[config.mk]
export PLATFORM = sky130hd
export DESIGN_NAME = svm_alpha_sequencer
export DESIGN_NICKNAME = d
export VERILOG_FILES = /design/src/rtl/svm_pkg.sv /design/src/rtl/svm_alpha_rom.sv /design/src/rtl/svm_alpha_sequencer.sv
export SDC_FILE = /design/constraint.sdc
export NUM_CORES = 2
export LEC_CHECK = 0
export BUFFER_PORTS_ARGS = -buffer_cell sky130_fd_sc_hd__buf_2
export CAP_MARGIN = 20
export CORE_AREA = 2 2 677 679
export DETAILED_ROUTE_END_ITERATION = 8
export DIE_AREA = 0 0 679 681
export HOLD_SLACK_MARGIN = 0.02
export PLACE_DENSITY_LB_ADDON = 0.05
export SLEW_MARGIN = 20
export SYNTH_ARGS = -nofsm -noshare
export SYNTH_HDL_FRONTEND = slang
export SYNTH_HIERARCHICAL = 1
export SYNTH_SLANG_ARGS = --single-unit
[constraint.sdc]
create_clock -name clk -period 51.9 [get_ports clk]
set_input_delay 7.785 -clock clk [delete_from_list [all_inputs] [get_ports clk]]
set_output_delay 7.785 -clock clk [all_outputs]
set_load 0.05 [all_outputs]
[src/rtl/svm_pkg.sv]
// Shared definitions for the SVM alpha sequencer: FSM state encoding, result
// width helper and the default alpha ROM image.
// Entry i of ALPHA_ROM_INIT is bits [i*ROM_NBITS +: ROM_NBITS]; V alphas come
// first (entries 0..3), then A alphas (entries 4..6).
package svm_pkg;

  typedef enum logic [2:0] {
    IDLE   = 3'd0,
    V_RUN  = 3'd1,
    V_WAIT = 3'd2,
    A_RUN  = 3'd3,
    A_WAIT = 3'd4,
    DONE   = 3'd5
  } state_t;

  // Width of one matmul2 accumulated dot product.
  function automatic int rwidth(input int nbits, input int log_f_width,
                                input int log_sup_width);
    return nbits * (nbits + log_f_width) + log_sup_width;
  endfunction

  localparam int ROM_NBITS = 16;
  localparam int ROM_DEPTH = 7;

  // Default image: every alpha is +1.
  localparam logic [ROM_DEPTH*ROM_NBITS-1:0] ALPHA_ROM_INIT = {ROM_DEPTH{16'h0001}};

endpackage

[src/rtl/svm_alpha_rom.sv]
// Alpha coefficient ROM, NBITS signed entries, contents fixed by INIT.
// Latency: 1 cycle, registered read data. No backpressure: a new address every cycle.
// Ports: i_clk, i_rst (async, active-high), i_addr (entry index), o_dat (signed entry).
module svm_alpha_rom #(
  parameter int NBITS  = 16,
  parameter int DEPTH  = 7,
  parameter int AWIDTH = 3,
  parameter logic [DEPTH*NBITS-1:0] INIT = '0
) (
  input  logic                    i_clk,
  input  logic                    i_rst,
  input  logic [AWIDTH-1:0]       i_addr,
  output logic signed [NBITS-1:0] o_dat
);

  logic signed [NBITS-1:0] r_dat;

  always_ff @(posedge i_clk or posedge i_rst) begin
    if (i_rst) begin
      r_dat <= '0;
    end else if (int'(i_addr) < DEPTH) begin
      r_dat <= INIT[int'(i_addr)*NBITS +: NBITS];
    end else begin
      r_dat <= '0;
    end
  end

  assign o_dat = r_dat;

endmodule

[src/rtl/svm_alpha_sequencer.sv]
// Issues V then A alpha streams to matmul2, collects both results, emits scores + fused label.
// Latency: done at VSUP_WIDTH+ASUP_WIDTH+5 cycles after start when matmul2 answers promptly.
// Backpressure: none on the alpha stream; late matmul2 completions stretch the wait states.
// Ports: clk/rst (async active-high); start/ready/done handshake with classify control;
//   v_alpha/a_alpha/comp_sidx_delay/*_alpha_valid towards matmul2; matmul2_result and
//   matmul2_*_valid back from it; v_score/a_score/fused_score/label held results.
// Build option: define SVM_BIAS_EN to add V_BIAS / A_BIAS to the captured scores.
module svm_alpha_sequencer
  import svm_pkg::*;
#(
  parameter int NBITS         = 16,
  parameter int LOG_F_WIDTH   = 10,
  parameter int VSUP_WIDTH    = 4,
  parameter int ASUP_WIDTH    = 3,
  parameter int SUP_WIDTH     = 4,
  parameter int LOG_SUP_WIDTH = 2,
  parameter logic signed [rwidth(NBITS, LOG_F_WIDTH, LOG_SUP_WIDTH)-1:0] V_BIAS = '0,
  parameter logic signed [rwidth(NBITS, LOG_F_WIDTH, LOG_SUP_WIDTH)-1:0] A_BIAS = '0,
  parameter logic [(VSUP_WIDTH+ASUP_WIDTH)*NBITS-1:0] ALPHA_ROM = ALPHA_ROM_INIT
) (
  input  logic                    clk,
  input  logic                    rst,
  input  logic                    start,
  output logic                    ready,
  output logic                    done,
  output logic signed [NBITS-1:0] v_alpha,
  output logic signed [NBITS-1:0] a_alpha,
  output logic [LOG_SUP_WIDTH-1:0] comp_sidx_delay,
  output logic                    v_alpha_valid,
  output logic                    a_alpha_valid,
  input  logic signed [rwidth(NBITS, LOG_F_WIDTH, LOG_SUP_WIDTH)-1:0] matmul2_result,
  input  logic                    matmul2_v_valid,
  input  logic                    matmul2_a_valid,
  output logic signed [rwidth(NBITS, LOG_F_WIDTH, LOG_SUP_WIDTH):0]   v_score,
  output logic signed [rwidth(NBITS, LOG_F_WIDTH, LOG_SUP_WIDTH):0]   a_score,
  output logic signed [rwidth(NBITS, LOG_F_WIDTH, LOG_SUP_WIDTH)+1:0] fused_score,
  output logic                    label
);

  localparam int RWIDTH = rwidth(NBITS, LOG_F_WIDTH, LOG_SUP_WIDTH);
  localparam int DEPTH  = VSUP_WIDTH + ASUP_WIDTH;
  localparam int AW     = $clog2(DEPTH);
  localparam int IDX_W  = $clog2(SUP_WIDTH);

`ifdef SVM_BIAS_EN
  localparam logic BIAS_EN = 1'b1;
`else
  localparam logic BIAS_EN = 1'b0;
`endif

  // Biases fold to zero when the feature is off, so both builds share one datapath.
  localparam logic signed [RWIDTH-1:0] W_V_BIAS = BIAS_EN ? V_BIAS : '0;
  localparam logic signed [RWIDTH-1:0] W_A_BIAS = BIAS_EN ? A_BIAS : '0;

  state_t r_state, w_state_nxt;

  logic [IDX_W-1:0]        r_idx;
  logic [IDX_W-1:0]        w_last_idx;
  logic                    w_last;
  logic                    w_v_issue, w_a_issue;
  logic                    w_v_capture, w_a_capture;
  logic [AW-1:0]           w_rom_addr;
  logic signed [NBITS-1:0] w_rom_dat;

  logic                    r_v_vld, r_a_vld;
  logic [IDX_W-1:0]        r_sidx;

  logic signed [RWIDTH:0]   w_v_capt, w_a_capt;
  logic signed [RWIDTH+1:0] w_fused_nxt;
  logic signed [RWIDTH:0]   r_v_score, r_a_score;
  logic signed [RWIDTH+1:0] r_fused;
  logic                     r_label;

  // ---------------- FSM: state register ----------------
  always_ff @(posedge clk or posedge rst) begin
    if (rst) begin
      r_state <= IDLE;
    end else begin
      r_state <= w_state_nxt;
    end
  end

  assign w_last_idx = (r_state == A_RUN) ? IDX_W'(ASUP_WIDTH - 1) : IDX_W'(VSUP_WIDTH - 1);
  assign w_last     = (r_idx == w_last_idx);

  // ---------------- FSM: next state ----------------
  always_comb begin
    w_state_nxt = r_state;
    unique case (r_state)
      IDLE:    if (start)           w_state_nxt = V_RUN;
      V_RUN:   if (w_last)          w_state_nxt = V_WAIT;
      V_WAIT:  if (matmul2_v_valid) w_state_nxt = A_RUN;
      A_RUN:   if (w_last)          w_state_nxt = A_WAIT;
      A_WAIT:  if (matmul2_a_valid) w_state_nxt = DONE;
      DONE:                         w_state_nxt = IDLE;
      default:                      w_state_nxt = IDLE;
    endcase
  end

  // ---------------- FSM: outputs ----------------
  always_comb begin
    ready       = 1'b0;
    done        = 1'b0;
    w_v_issue   = 1'b0;
    w_a_issue   = 1'b0;
    w_v_capture = 1'b0;
    w_a_capture = 1'b0;
    w_rom_addr  = '0;
    unique case (r_state)
      IDLE:   ready = 1'b1;
      V_RUN: begin
        w_v_issue  = 1'b1;
        w_rom_addr = AW'(r_idx);
      end
      V_WAIT: w_v_capture = matmul2_v_valid;
      A_RUN: begin
        w_a_issue  = 1'b1;
        w_rom_addr = AW'(VSUP_WIDTH) + AW'(r_idx);
      end
      A_WAIT: w_a_capture = matmul2_a_valid;
      DONE:   done = 1'b1;
      default: ;
    endcase
  end

  // Index counter: runs only in the RUN states and is zero everywhere else,
  // so each modality (and each new start) begins at support vector 0.
  always_ff @(posedge clk or posedge rst) begin
    if (rst) begin
      r_idx <= '0;
    end else if (w_v_issue || w_a_issue) begin
      r_idx <= w_last ? '0 : r_idx + 1'b1;
    end else begin
      r_idx <= '0;
    end
  end

  svm_alpha_rom #(
    .NBITS  (NBITS),
    .DEPTH  (DEPTH),
    .AWIDTH (AW),
    .INIT   (ALPHA_ROM)
  ) u_rom (
    .i_clk  (clk),
    .i_rst  (rst),
    .i_addr (w_rom_addr),
    .o_dat  (w_rom_dat)
  );

  // Issue flags and index delayed one cycle so they line up with ROM read data.
  always_ff @(posedge clk or posedge rst) begin
    if (rst) begin
      r_v_vld <= 1'b0;
      r_a_vld <= 1'b0;
      r_sidx  <= '0;
    end else begin
      r_v_vld <= w_v_issue;
      r_a_vld <= w_a_issue;
      r_sidx  <= (w_v_issue || w_a_issue) ? r_idx : '0;
    end
  end

  assign v_alpha_valid   = r_v_vld;
  assign a_alpha_valid   = r_a_vld;
  assign comp_sidx_delay = LOG_SUP_WIDTH'(r_sidx);
  // ROM data persists after a run; the inactive modality must read as zero.
  assign v_alpha         = r_v_vld ? w_rom_dat : '0;
  assign a_alpha         = r_a_vld ? w_rom_dat : '0;

  // ---------------- score capture ----------------
  assign w_v_capt = {matmul2_result[RWIDTH-1], matmul2_result} + {W_V_BIAS[RWIDTH-1], W_V_BIAS};
  assign w_a_capt = {matmul2_result[RWIDTH-1], matmul2_result} + {W_A_BIAS[RWIDTH-1], W_A_BIAS};
  // Fused uses the A score being captured this cycle, not the stale register.
  assign w_fused_nxt = {r_v_score[RWIDTH], r_v_score} + {w_a_capt[RWIDTH], w_a_capt};

  always_ff @(posedge clk or posedge rst) begin
    if (rst) begin
      r_v_score <= '0;
      r_a_score <= '0;
      r_fused   <= '0;
      r_label   <= 1'b0;
    end else begin
      if (w_v_capture) begin
        r_v_score <= w_v_capt;
      end
      if (w_a_capture) begin
        r_a_score <= w_a_capt;
        r_fused   <= w_fused_nxt;
        r_label   <= ~w_fused_nxt[RWIDTH+1];
      end
    end
  end

  assign v_score     = r_v_score;
  assign a_score     = r_a_score;
  assign fused_score = r_fused;
  assign label       = r_label;

endmodule

Word-level counts from Yosys, hierarchy flattened
Index checks and enable logic that the tools add are counted.
- word-level logic and storage cells: 50
- bits in registers: 1282
- output and inout port bits: 1297
- bits of input ports: 423
- shift operators: 1
- bitwise gates (word level): 1
- equality and inequality tests: 11
- reduce and logical (&&, ||, !) cells: 3
- add/subtract/negate cells: 3
- magnitude comparators: 1
- multiplexer cells: 20
- operator list (cell ; number):
    418-bit by 418-bit adder with 419-bit output ; 1
    112-bit by 8-bit variable part select with 16-bit output, first input constant ; 1
    16-bit two-way mux ; 3
    3-bit two-way mux ; 5
    3-bit case mux with 5 select lines ; 1
    2-bit != test, second input constant ; 5
    1-bit two-way mux ; 7
    3-bit by 2-bit equality test with 1-bit output, second input constant ; 2
    3-bit equality test, second input constant ; 2
    2-bit two-way mux ; 3
    3-bit case mux with 2 select lines ; 1
    5-bit AND reduction ; 1
    3-bit by 2-bit adder with 3-bit output, first input constant ; 1
    3-bit by 1-bit equality test with 1-bit output, second input constant ; 1
    3-bit logical NOT ; 1
    3-bit < comparator, second input constant ; 1
    2-bit by 1-bit adder with 2-bit output, second input constant ; 1
    2-bit equality test ; 1
    1-bit logical OR ; 1
    1-bit NOT ; 1

Longest topological paths before layout
- depth in word-level cells: 5
- depth in mapped cells: 20

Modules after synthesis
Netlist, hierarchy kept.
- by module, submodules not included (module ; times used ; area each (um2) ; cells each ; sequential area each (um2)):
    svm_alpha_sequencer ; 1 ; 79183.4 ; 9636 ; 31655.4
    svm_alpha_rom ; 1 ; 150.1 ; 19 ; 25.0

Worst setup path after synthesis
Ideal clock, no wire load.
- path kind: in2reg
- start point: input matmul2_result[58]
- end point: register r_fused[364] (netlist: fused_score[364])
- arrival time: 11.967 ns
- stages on the path: 18
- required time: 51.763 ns
- slack: 39.796 ns
- path through: ha_1 nand4_2 or4_1 or4b_4 or3_4 nor3b_2 o31a_1 nor3_1 or3_4 o311a_1 o21ai_2 a211oi_2 o21ai_2 a21oi_2 o31ai_4 a21oi_2 nor3_1 o311ai_1
- longest elaborated chain between the ends: 1
- RTL lines (what ; RTL line ; text):
    start: declaration ; svm_alpha_sequencer.sv:31 ; input logic signed [rwidth(NBITS, LOG_F_WIDTH, LOG_SUP_WIDTH)-1:0] matmul2_result,
    418-bit by 418-bit adder with 419-bit output ; svm_alpha_sequencer.sv:174 ; assign w_fused_nxt = {r_v_score[RWIDTH], r_v_score} + {w_a_capt[RWIDTH], w_a_capt};
    end signal: assignment ; svm_alpha_sequencer.sv:188 ; r_fused <= w_fused_nxt;
    end: declaration ; svm_alpha_sequencer.sv:71 ; logic signed [RWIDTH+1:0] r_fused;
Every way passes these cells.
A chain may end at the register's enable or synchronous reset.

Worst setup path after layout
- start point: input matmul2_result[0]
- end point: register r_label (netlist: label)
- longest elaborated chain between the ends: 2
- RTL lines (what ; RTL line ; text):
    418-bit by 418-bit adder with 419-bit output ; svm_alpha_sequencer.sv:174 ;
    1-bit NOT ; svm_alpha_sequencer.sv:189 ; r_label <= ~w_fused_nxt[RWIDTH+1];
    end signal: assignment ; svm_alpha_sequencer.sv:189 ;
    end: declaration ; svm_alpha_sequencer.sv:72 ; logic r_label;
Every way passes these cells.

==> summary.md <==
| Metric | Value |
|---|---|
| Outcome | `complete, no violations` |
| Cell row count | `roughly 250` |
| Crit path launch type | `input port` |
| CP max stage cell | `a41oi_1` |
| Number of global-route vias before repair | `approximately 82k` |
| Final Slew Violations | `0` |
| Layout Cells excl Fill | `~17k` |
| Placed Area | `between 90000 and 100000 um^2` |
| Final Critical Period | `about 15000 ps` |
| Clk slew on worst S/H paths | `50 ps` |
| Max Cap Viol | `0` |
| Crit path buffers/inverters | `3` |
| Hold Crit Class | `flip-flop to flip-flop` |
| Most common cell after layout, fill and taps aside | `nand2_1` |
| Vias per cell | `~4.7` |
| Setup total negative slack | `0 ps` |
| Routed Antenna Nets | `0` |
| Initial DRC Count | `between 5k and 6k` |
| Core area | `~450000 um^2` |
| Hpwl dp | `roughly 480000 um` |
| Worst IR Drop VDD | `0.0448 mV` |
| Crit path capture type | `flip-flop` |
| GP Congestion | `between 0.9 and 1` |
| Num ports | `around 1.7k` |
| Worst-case reg-to-reg path depth | `21` |
| Die Span Y | `681 um` |
| Register Area | `about 32000 um^2` |
| Hold depth | `2` |
| Post-route cell area | `101000 um^2` |
| Seq/Total Area, Yosys | `around 40%` |
| CTS Buf Count | `between 150 and 200` |
| WP data required | `between 50000 and 60000 ps` |
| Final period utilization | `between 20% and 30%` |
| Nets@finish | `about 12k` |
| Leak | `between 40 and 50 nW` |
| # port buffers | `approximately 1.7k` |
| CTS H-Tree Depth | `4` |
| Setup-failing EPs final | `0` |
| CTS root buffer | `clkbuf_16` |
| Wire per inst | `about 32 um` |
| Critical Path AT | `around 15000 ps` |
| Hold-fix buffers, CTS | `0` |
| Clock sinks | `1266` |
| Largest net degree at the start of global routing | `about 140` |
| Die ar. | `462000 um^2` |
| Fmax | `about 0.069 GHz` |
| Post-synth EDFFs | `0` |
| Die width | `about 680 um` |
| Clock Tree Buf Depth | `4` |
| Clk_skew | `about 54 ps` |
| Mapped Area | `~79000 um^2` |
| Post-synthesis area per instance | `slightly above 8 um^2` |
| Antenna violations before repair | `between 40 and 50` |
| Starting Density | `approximately 17%` |
| Skew-Pair Late Insertion Delay | `approximately 930 ps` |
| Distinct cell type count after synthesis | `84` |
| Share of layout cells above drive strength 1 | `between 20% and 30%` |
| Congestion Overflow GR | `0` |
| Crit path max-delay family | `compound AO/OA/AOI/OAI gates` |
| Pwr Density | `between 80 and 90 nW/um^2` |
| Placed insts | `between 15k and 20k` |
| Final core utilization | `between 20 and 25%` |
| Mapped Cells | `9655` |
| Most frequent cells in the layout | `2394 x nand2_1, 1690 x buf_2, 1266 x dfrtp_1` |
| RSZ-0062 raised after global routing | `no` |
| CTS tree | `done` |
| Worst slew pin tran | `roughly 1200 ps` |
| Routed WL | `about 560000 um` |
| Synth Flop Type | `dfrtp_1` |
| Ys async rst share | `100%` |
| Crit path depth | `22` |
| Layout area overhead | `27.6%` |
| YS warnings | `6` |
| Critical path type | `input port to flip-flop` |
| Slowest stage delay, CP | `approximately 1000 ps` |
| Area of the multi-input gates | `roughly 45000 um^2` |
| Slew margin rel. | `between 10% and 20%` |
| Drt first pass iters | `5` |
| Layout filler cell count | `between 50k and 60k` |
| First-pass GRT wire length | `about 750000 um` |
| Post-CTS Setup Bufs | `0` |
| Post-CTS sizing | `0` |
| DRC | `0` |
| Gr usage total | `between 20% and 30%` |
| Final Hold Fails | `0` |
| Crit path max fanout | `4` |
| Cell Chain, Critical Path | `buf_2 > ha_1 > inv_1 > fa_1 > nor2b_1 > o31a_1 > o21ai_0 > a2111oi_2 > o211a_1 > o21ai_0 > a41oi_1 > a31oi_1 > o21ai_1 > a21oi_1 > buf_4 > o31a_1 > o31ai_4 > a41oi_1 > o31ai_1 > a21oi_1 > mux2i_1 > a21o_1` |
| Post-synthesis register bit count | `1266` |
| Via count | `81.3k` |
| Tot Pwr | `~0.0082 W` |
==> cell families (layout without fill, tap and decap cells) <==
logic type,after synthesis,count (layout),synth area share [%]
mux,421,421,5.97
compound gates,2685,2685,19.5
buf+inv,679,2321,3.31
xor+xnor,404,404,4.46
simple gates,3779,3779,20.2
flops,1266,1266,39.9
other cells,1,31,0.00473
fa+ha+maj,420,420,6.63
==> registers in the layout (all words and copies together), names as in the netlist <==
| name | flops |
|---|---|
| v_alpha_valid | 1 |
| label | 1 |
| r_state | 3 |
| comp_sidx_delay | 2 |
| a_score | 418 |
| fused_score | 419 |
| a_alpha_valid | 1 |
| v_score | 418 |
| r_idx | 2 |
| u_rom/o_dat | 1 |
==> through the flow <==
| stage | setup WS [ps] | hold WS [ps] |
|---|---|---|
| 4_1_cts | 37480 | 471 |
| 6_report | 37320 | 461 |
| 2_1_floorplan | 8470 | 479 |
| 5_1_grt | 37110 | 489 |
| 3_3_place_gp | 36550 | 454 |
| 3_5_place_dp | 36500 | 457 |
==> metal layers <==
metal  wire [um]  part of all wire, %  track usage (%)  vias to the layer above
li1            -                    -                -                    36914
met1      240000                   43             29.5                    41330
met2      273000                   49             40.5                     2593
met3       33200                  5.9             4.80                      456
met4       16500                  2.9             5.96                       12
met5          69                0.012                0                        -
==> synth_stat cells (48+ instances only) <==
| library cell | n | area (um^2) |
|---|---|---|
| a21boi_0 | 48 | 360 |
| a21o_1 | 154 | 1160 |
| a21oi_1 | 923 | 4620 |
| a31oi_1 | 61 | 382 |
| and2_1 | 51 | 319 |
| clkbuf_1 | 459 | 1720 |
| dfrtp_1 | 1266 | 31700 |
| ha_1 | 419 | 5240 |
| inv_1 | 188 | 706 |
| mux2_2 | 419 | 4720 |
| nand2_1 | 2394 | 8990 |
| nand3_1 | 91 | 455 |
| nand4_1 | 269 | 1680 |
| nor2_1 | 589 | 2210 |
| nor3_1 | 145 | 726 |
| nor4_1 | 58 | 363 |
| o21a_1 | 57 | 428 |
| o21ai_0 | 1019 | 5100 |
| o21bai_1 | 144 | 1080 |
| xnor2_1 | 240 | 2100 |
| xor2_1 | 164 | 1440 |
==> worst min-delay path: cells and delay by family (launching register included) <==
| kind | cells | cell delay (ps) |
|---|---|---|
| AND/OR/NAND/NOR | 2 | 90 |
| flip-flops | 1 | 340 |
==> final cells by class <==
class / count / area share, %
antenna: 16 / 0.0396
clock buffer: 261 / 5.39
clock inverter: 77 / 1.19
sequential: 1266 / 31.3
tap: 6000 / 7.42
inverter: 188 / 0.705
multi-input combinational: 7724 / 44.7
timing repair buffer: 1795 / 9.24
==> power by group <==
group | internal (W) | switching [W] | total [W]
Sequential | 0.00128 | 0.000262 | 0.00154
Clock | 0.000867 | 0.000558 | 0.00143
Combinational | 0.00128 | 0.00396 | 0.00525
Total | 0.00343 | 0.00478 | 0.00821
==> worst paths after layout <==
| kind | start | to | slack, ps |
|---|---|---|---|
| max in group asynchronous | rst | fused_score[80]$_DFFE_PP0P_ | 39960 |
| max | matmul2_result[0] | label$_DFFE_PP0P_ | 37320 |
| max reg2reg | v_score[0]$_DFFE_PP0P_ | label$_DFFE_PP0P_ | 43970 |
| min in group asynchronous | rst | u_rom/o_dat[0]$_DFF_PP0_ | 6750 |
| min | fused_score[27]$_DFFE_PP0P_ | fused_score[27]$_DFFE_PP0P_ | 460 |
| min reg2reg | fused_score[27]$_DFFE_PP0P_ | fused_score[27]$_DFFE_PP0P_ | 460 |
(Power assumes the default switching activity.)
